**src/rtl/pipeline_stage_ctrl.sv**
```systemverilog
// Stall/flush sequencer for the pipeline latches: decides per cycle which latches
// capture or bubble, whether the PC advances, and owns halt-drain and stall counting.
module pipeline_stage_ctrl #(
    parameter int CNT_W = 16
) (
    input  logic             CLK,
    input  logic             nRST,
    input  logic             ihit,
    input  logic             dhit,
    input  logic [4:0]       rs_ID,
    input  logic [4:0]       rt_ID,
    input  logic             uses_rt_ID,
    input  logic [4:0]       wsel_IDEX,
    input  logic             cu_rWEN_IDEX,
    input  logic             cu_dmemREN_IDEX,
    input  logic             wdat_ready_IDEX,
    input  logic             cu_dmemREN_EXME,
    input  logic             cu_dmemWEN_EXME,
    input  logic             halt_IDEX,
    input  logic             halt_EXME,
    input  logic             halt_MEWB,
    input  logic             branch_taken_EX,
    output logic             pc_en,
    output logic             en_IFID,
    output logic             en_IDEX,
    output logic             en_EXME,
    output logic             en_MEWB,
    output logic             flush_IFID,
    output logic             flush_IDEX,
    output logic             halted,
    output logic [CNT_W-1:0] stall_cnt,
    output logic [1:0]       state
);

    typedef enum logic [1:0] {
        RUN   = 2'd0,
        DWAIT = 2'd1,
        HALT  = 2'd2
    } state_t;

    typedef struct packed {
        logic pc_en;
        logic en_ifid;
        logic en_idex;
        logic en_exme;
        logic en_mewb;
        logic fl_ifid;
        logic fl_idex;
    } ctrl_t;

    localparam ctrl_t CTRL_FREEZE = 7'b000_0000;
    localparam ctrl_t CTRL_BRANCH = 7'b111_1111;
    localparam ctrl_t CTRL_BUBBLE = 7'b001_1101;
    localparam ctrl_t CTRL_DRAIN  = 7'b011_1110;
    localparam ctrl_t CTRL_GO     = 7'b111_1100;
    localparam logic [CNT_W-1:0] CNT_MAX = {CNT_W{1'b1}};

    state_t            state_r;
    state_t            next_state_s;
    logic              halted_r;
    logic [CNT_W-1:0]  stall_cnt_r;
    ctrl_t             flow_s;
    ctrl_t             ctrl_s;
    logic              memop_s;
    logic              loaduse_s;
    logic              drain_s;
    logic              rs_match_s;
    logic              rt_match_s;

    assign memop_s    = cu_dmemREN_EXME | cu_dmemWEN_EXME;
    assign rs_match_s = (wsel_IDEX == rs_ID);
    assign rt_match_s = uses_rt_ID & (wsel_IDEX == rt_ID);
    assign loaduse_s  = cu_dmemREN_IDEX & cu_rWEN_IDEX & ~wdat_ready_IDEX
                      & (wsel_IDEX != 5'd0) & (rs_match_s | rt_match_s);
    assign drain_s    = halt_IDEX | halt_EXME;

    // Free-flowing decision once no memory freeze applies (shared by RUN and DWAIT exit)
    always_comb begin
        flow_s = CTRL_GO;
        if (branch_taken_EX) begin
            flow_s = CTRL_BRANCH;
        end else if (loaduse_s) begin
            flow_s = CTRL_BUBBLE;
        end else if (drain_s | ~ihit) begin
            flow_s = CTRL_DRAIN;
        end else begin
            flow_s = CTRL_GO;
        end
    end

    // Next-state and Mealy control selection
    always_comb begin
        next_state_s = state_r;
        ctrl_s       = CTRL_FREEZE;
        case (state_r)
            RUN: begin
                if (halt_MEWB) begin
                    next_state_s = HALT;
                    ctrl_s       = CTRL_FREEZE;
                end else if (memop_s & ~dhit) begin
                    next_state_s = DWAIT;
                    ctrl_s       = CTRL_FREEZE;
                end else begin
                    next_state_s = RUN;
                    ctrl_s       = flow_s;
                end
            end
            DWAIT: begin
                if (dhit) begin
                    next_state_s = RUN;
                    ctrl_s       = flow_s;
                end else begin
                    next_state_s = DWAIT;
                    ctrl_s       = CTRL_FREEZE;
                end
            end
            HALT: begin
                next_state_s = HALT;
                ctrl_s       = CTRL_FREEZE;
            end
            default: begin
                next_state_s = RUN;
                ctrl_s       = CTRL_FREEZE;
            end
        endcase
    end

    // State and halted flag registers
    always_ff @(posedge CLK or negedge nRST) begin
        if (!nRST) begin
            state_r  <= RUN;
            halted_r <= 1'b0;
        end else begin
            state_r  <= next_state_s;
            halted_r <= (next_state_s == HALT);
        end
    end

    // Saturating count of stalled (PC held) cycles outside HALT
    always_ff @(posedge CLK or negedge nRST) begin
        if (!nRST) begin
            stall_cnt_r <= {CNT_W{1'b0}};
        end else if (!ctrl_s.pc_en && (state_r != HALT) && (stall_cnt_r != CNT_MAX)) begin
            stall_cnt_r <= stall_cnt_r + {{(CNT_W-1){1'b0}}, 1'b1};
        end else begin
            stall_cnt_r <= stall_cnt_r;
        end
    end

    // Reset forces every control low immediately; a flush only matters with its enable
    assign pc_en      = nRST & ctrl_s.pc_en;
    assign en_IFID    = nRST & ctrl_s.en_ifid;
    assign en_IDEX    = nRST & ctrl_s.en_idex;
    assign en_EXME    = nRST & ctrl_s.en_exme;
    assign en_MEWB    = nRST & ctrl_s.en_mewb;
    assign flush_IFID = nRST & ctrl_s.en_ifid & ctrl_s.fl_ifid;
    assign flush_IDEX = nRST & ctrl_s.en_idex & ctrl_s.fl_idex;
    assign halted     = halted_r;
    assign stall_cnt  = stall_cnt_r;
    assign state      = state_r;

endmodule
```
**config.mk**
```make
export PLATFORM = sky130hd
export DESIGN_NAME = pipeline_stage_ctrl
export DESIGN_NICKNAME = d
export VERILOG_FILES = /design/src/rtl/pipeline_stage_ctrl.sv
export SDC_FILE = /design/constraint.sdc
export NUM_CORES = 1
export LEC_CHECK = 0
export BUFFER_PORTS_ARGS = -buffer_cell sky130_fd_sc_hd__buf_4
export CORE_MARGIN = 4
export CORE_UTILIZATION = 48
export DETAILED_ROUTE_END_ITERATION = 10
export PLACE_DENSITY = 0.84
export SYNTH_ARGS = -nofsm -noshare
export SYNTH_HDL_FRONTEND = slang
export SYNTH_SLANG_ARGS = --single-unit
```
**constraint.sdc**
```tcl
create_clock -name CLK -period 4.79 [get_ports CLK]
set_clock_uncertainty 0.05 [all_clocks]
set_input_delay 0.958 -clock CLK [delete_from_list [all_inputs] [get_ports CLK]]
set_output_delay 0.958 -clock CLK [all_outputs]
set_load 0.02 [all_outputs]
```
==> results of run 1 <==
[critical path, stage by stage]
cell      delay [ps]
buf_4            120
or4_1            520
nor2_1           110
nor3_1            70
nand2_1           80
nand2b_1          60
a21oi_1          140
buf_4            160
[flip-flops by register name, indices dropped and copies added (netlist names)]
name,count
stall_cnt,16
state,2
halted,1
[power by group through the flow]
stage / Sequential, W / Clock (W) / Combinational (W)
finish: 0.000180 / 0.0000800 / 0.0000817
global route: 0.000182 / 0.0000878 / 0.0000897
CTS: 0.000180 / 0.0000816 / 0.0000831
detailed placement: 0.000183 / 0 / 0.0000827
global placement: 0.000183 / 0 / 0.0000807
floorplan: 0.000193 / 0 / 0.0000273
[per-stage QoR]
stage / worst slack, ps / util
2_1_floorplan: 1670 / -
3_3_place_gp: 1600 / 0.684
3_5_place_dp: 1560 / 0.684
4_1_cts: 1560 / 0.697
5_1_grt: 1500 / 0.697
6_report: 1570 / 0.697
[cell usage in the layout, fill, tap and decap left out, drive strengths merged, types with 2 or more instances in the layout]
cell    instances
nand2           9
a21oi           5
dfrtp          19
nor3            3
clkbuf          3
inv             4
nand3           5
buf            54
and4            2
nand4           9
and2            3
and3            6
nor2            4
xnor2          24
[cell type report]
class / instances / area [sq um]
well taps: 28 / 35.0
repair buffers: 54 / 405
inverters: 4 / 15.0
clock buffers: 3 / 22.5
multi-input cells: 81 / 568
flip-flops and latches: 19 / 475
clock inverters: 1 / 5.00
fillers: 184 / 664
[how the worst min path moves through the flow]
stage,end,startpoint,depth (start not counted),slack [ps]
floorplan,state[0],state[1],1,520
global placement,state[0],state[1],1,400
detailed placement,state[0],state[1],1,430
CTS,state[0],state[1],1,440
global route,stall_cnt[11],nRST,1,470
finish,state[0],state[1],1,440
[logic make-up (layout without fill, tap and decap cells)]
| kind of cell | count (synthesis) | count (layout) | share of synthesized area |
|---|---|---|---|
| DFF | 19 | 19 | 0.434 |
| buffers and inverters | 8 | 62 | 0.0479 |
| and+or+nand+nor | 45 | 45 | 0.231 |
| AOI/OAI and AO/OA | 9 | 9 | 0.0662 |
| adders and majority gates | 1 | 1 | 0.0114 |
| muxes | 1 | 1 | 0.0103 |
| xor gates and xnor gates | 25 | 25 | 0.200 |
[routing by layer]
layer / vias up / GRT usage
met4: 0 / 0.0556
li1: 481 / -
met5: - / 0
met1: 451 / 0.201
met3: 5 / 0.0371
met2: 34 / 0.297
==> out/qor.txt, run 1 <==
CP Class: input port to primary output
Routed met1 length: 1.07 mm
Pleak: 0.745 nW
Final count of pins violating max slew: 0
Final instance area: 1530 sq um
Mapped Area: 1100 sq um
Global Route Usage Sum: 0.168
Synthesized area per cell: 10.1 sq um
NetSw: 0.0000976 W
Fin. Hold Viols: 0
First-pass GRT wire length: 4.26 mm
CP Capture Point: flush_IFID
Library cells used by synthesis: 28
FFs w/ async S/R, synth: 1.00
Vias in the first global route: 961
Sw Share: 0.285
Post-synth EDFFs: 0
RSZ-0062 raised after global routing: no
Met3 routed WL: 134 um
Period utilization: 0.673
Setup TNS: 0 ps
Max-slew headroom: 0.715
Pwr dens: 224 nW/um^2
PortBufs: 54
Initial antenna violation count: 0
Via density: 5.11
Clk pwr share: 0.234
Pwr Total: 0.000342 W
CTS Buffer Depth: 2
Post-layout min period: 3220 ps
Clock Tree Root: clkbuf_4
Area after DPL: 1500 sq um
Largest net degree at the start of global routing: 22
Max-cap viol count: 0
Final nets: 193
Detailed Route WL: 2.55 mm
Core Box Area: 2190 sq um
Share of cells above drive strength 1: 0.395
Critical Path Fanout Max: 3
Peak VDD IR: 0.271 mV
Post-Syn Nets: 138
Setup violations, final: 0
DR WL met2: 1.31 mm
GP Congestion: 0.795
CTS tree: done
P&R area growth vs syn: 39.3%
HP Class: register to register
Clock Pin Slew Worst Setup and Hold Paths: 100 ps
Max frequency: 310 MHz
Area fraction of the dominant cell type after synthesis: 0.434
Starting Density: 0.500
Die X: 55.8 um
Syn Inst Count: 108
DP HPWL: 2.06 mm
Post-CTS setup buffers: 0
Ranking of synthesized cells by area: dfrtp_1 43%, xnor2_1 19%, nand4_1 5.1%
Die Span Y: 55.8 um
Post-CTS Resized: 0
Clock Sinks: 19
Post-synthesis register bit count: 19
Worst Setup SP: wsel_IDEX[0]
Worst R2R Start: stall_cnt[0]
Leading area contributor after synthesis: dfrtp_1
Main synth FF type: dfrtp_1
DRT Pass-1 Iters: 4
Starting DRT DRC Count: 22
Ys Warns: 0
Placed Cells: 186
Highest routed layer: met4
Worst Tran Pin Value: 427 ps
Combinational power share: 0.239
CP required: 3780 ps
Boundary Pins: 55
Status: completed
DR WL/cell: 13.4 um
Fin Hold WS: 443 ps
Clock network latency to the later pin of the worst-skew pair: 300 ps
Cts hold-fix bufs: 0
Die area: 3110 sq um
Core Rows: 17
Flop-to-flop setup slack: 2540 ps
CTS H-tree lvls: 1
Critical path data arrival time: 2220 ps
Drc violations: 0
Internal: 0.000244 W
Total gr overflow: 0
DR vias: 971
Count leader, synth: xnor2_1
Crit start category: input port
Seq/Total Area, Yosys: 0.434
# diodes: 0
Synth cell count leaders: 24 x xnor2_1, 19 x dfrtp_1, 9 x nand2_1, 9 x nand4_1, 5 x and3_1
Reg2reg end: stall_cnt[1]
Antenna Nets Post-Route: 0
Reg power frac: 0.527
CTS buffer count: 3
Worst reg2reg path depth: 7
CP Capture Type: primary output
Post-route insts no fill: 190
No activity file was read; power rests on OpenSTA's default activity.
==> run 2, diff against run 1 <==
--- a/config.mk
+++ b/config.mk
@@ -7,9 +7,9 @@
 export LEC_CHECK = 0
 export BUFFER_PORTS_ARGS = -buffer_cell sky130_fd_sc_hd__buf_4
 export CORE_MARGIN = 4
-export CORE_UTILIZATION = 48
+export CORE_UTILIZATION = 45
 export DETAILED_ROUTE_END_ITERATION = 10
-export PLACE_DENSITY = 0.84
+export PLACE_DENSITY = 0.8
 export SYNTH_ARGS = -nofsm -noshare
 export SYNTH_HDL_FRONTEND = slang
 export SYNTH_SLANG_ARGS = --single-unit
==> constraint.sdc (replaced) <==
create_clock -name CLK -period 3.2 [get_ports CLK]
set_clock_uncertainty 0.05 [all_clocks]
set_input_delay 0.64 -clock CLK [delete_from_list [all_inputs] [get_ports CLK]]
set_output_delay 0.64 -clock CLK [all_outputs]
set_load 0.02 [all_outputs]
==> run 2 against run 1 <==
  * Cell area hardly changed
  * Register-to-register slack lost 1600 ps
  * Power increased by 50%
  * Die area up 5.7%
  * Final cell count is the same
  * Critical path type unchanged
==> out/qor.txt, run 2 (synthesis results as in run 1) <==
Critical Path Fanout Max: 3 (unchanged)
Post-CTS setup buffers: 0 (unchanged)
Most frequent CP cell: buf_4
Drc violations: 0 (unchanged)
Cts hold-fix bufs: 0 (unchanged)
DR vias: 988 (+1.8%)
Clock Tree Root: clkbuf_4
WP depth: 8 (unchanged)
Post-CTS Resized: 0 (unchanged)
Vias in the first global route: 982 (+2.2%)
CP Capture Point: flush_IFID
Clock network latency to the later pin of the worst-skew pair: 300 ps (about the same)
Most common library cell in the layout ignoring fill and taps: buf_4
Setup violations, final: 0 (unchanged)
CTS Buffer Depth: 2 (unchanged)
Share of cells above drive strength 1: 0.389 (-0.00617)
Total gr overflow: 0 (unchanged)
Most frequent cells in the layout: 54 x buf_4, 24 x xnor2_1, 19 x dfrtp_1
CTS buffer count: 3 (unchanged)
Pleak: 0.742 nW (-0.37%)
Core Rows: 17 (unchanged)
Peak VDD IR: 0.324 mV (+20%)
Detailed Route WL: 2.78 mm (+9.2%)
Period utilization: 0.811
RSZ-0062 raised after global routing: no
Setup TNS: 0 ps (unchanged)
CP Capture Type: primary output
CTS H-tree lvls: 1 (unchanged)
Max frequency: 385 MHz
Fin Hold WS: 147 ps (-297 ps)
Fill cell count: 187 (+1.6%)
Die area: 3290 sq um (+5.7%)
Clock Sinks: 19 (unchanged)
Crit start category: input port
GP Congestion: 0.790 (-0.70%)
Worst reg2reg path depth: 7 (unchanged)
DR WL/cell: 14.6 um (+9.2%)
Clock Pin Slew Worst Setup and Hold Paths: 100 ps (about the same)
Global Route Usage Sum: 0.173 (+0.00464)
HP Class: input port to asynchronous set/reset pin
Flop-to-flop setup slack: 960 ps (-1580 ps)
Critical path data arrival time: 1910 ps (-310 ps)
WP buf/inv: 2 (unchanged)
CP Class: input port to primary output
PortBufs: 54 (unchanged)
Worst-path cell chain: buf_4, or4_1, nor2_1, nor3_1, nand2_1, nand2b_1, a21oi_1, buf_4
Post-layout min period: 2600 ps
Starting DRT DRC Count: 29 (+32%)
Slowest stage cell on the critical path: or4_1
Antenna Nets Post-Route: 0 (unchanged)
Final nets: 193 (unchanged)
CP required: 2510 ps (-1270 ps)
Worst R2R Start: stall_cnt[0]
Max-slew headroom: 0.707 (-0.00826)
First-pass GRT wire length: 4.43 mm (+3.9%)
Starting Density: 0.486 (-0.0142)
Final count of pins violating max slew: 0 (unchanged)
Kind of cell adding the most delay to the critical path: simple AND/OR/NAND/NOR gates
Status: completed
Die Span Y: 57.4 um (+2.8%)
Via density: 5.20 (+1.8%)
CTS tree: done
Largest register FFs: 16 (unchanged)
# diodes: 0 (unchanged)
Worst Tran Pin Value: 439 ps (+12.4 ps)
Max-cap viol count: 0 (unchanged)
DRT Pass-1 Iters: 4 (unchanged)
DP HPWL: 2.26 mm (+9.9%)
Pwr dens: 336 nW/um^2 (+50%)
Fin. Hold Viols: 0 (unchanged)
Die X: 57.4 um (+2.8%)
CP max stage delay: 510 ps (about the same)
Core Box Area: 2250 sq um (+2.9%)
P&R area growth vs syn: 39.2% (about the same)
Initial antenna violation count: 0 (unchanged)
Worst Setup SP: wsel_IDEX[0]
Reg2reg end: stall_cnt[1]
Largest net degree at the start of global routing: 22 (unchanged)
Boundary Pins: 55 (unchanged)
[run 2: cell types whose count changed in the layout (fill, tap and decap cells not counted)]
cell	delta
clkbuf_1	+1
clkinv_2	-1
[run 2: worst register-to-register path, delay by kind of cell, from the launching register on]
kind,cells,cell delay [ps]
compound gates,2,490
fa+ha+maj,1,220
flops,1,430
mux,1,390
simple gates,3,560
[run 2: cell type report]
| type | count | area, sq um | area share |
|---|---|---|---|
| clock buffer | 4 | 26.3 | 0.0172 |
| inverter | 4 | 15.0 | 0.00984 |
| multi-input combinational | 81 | 568 | 0.372 |
| sequential | 19 | 475 | 0.312 |
| tap | 28 | 35.0 | 0.0230 |
| timing repair buffer | 54 | 405 | 0.266 |
[run 2: per-stage QoR]
stage               power (W)  setup slack [ps]  area [sq um]  cells   util
detailed placement   0.000399               616          1500    186  0.665
finish               0.000512               603          1530    190  0.676
floorplan            0.000330               712          1100    108      -
CTS                  0.000518               609          1530    190  0.676
global placement     0.000394               636          1500    186  0.665
global route         0.000545               506          1530    190  0.676
[run 2: worst min-delay path by stage]
stage / start / to / slack (ps)
2_1_floorplan: nRST / halted / 290
3_3_place_gp: state[1] / state[0] / 400
3_5_place_dp: state[1] / state[0] / 410
4_1_cts: nRST / stall_cnt[8] / 150
5_1_grt: nRST / stall_cnt[8] / 150
6_report: nRST / stall_cnt[11] / 150
[run 2: report_power, final]
| group | internal [W] | switching, W |
|---|---|---|
| registers | 0.000254 | 0.0000161 |
| clock network | 0.0000486 | 0.0000712 |
| logic | 0.0000653 | 0.0000574 |
[run 2: routing by layer]
metal | routed length, um | vias up | part of all wire | global-route usage
li1 | - | 481 | - | -
met1 | 1050 | 466 | 0.38 | 0.197
met2 | 1510 | 37 | 0.54 | 0.319
met3 | 201 | 4 | 0.072 | 0.0452
met4 | 21 | 0 | 0.0076 | 0.0397
met5 | 0 | - | 0 | 0
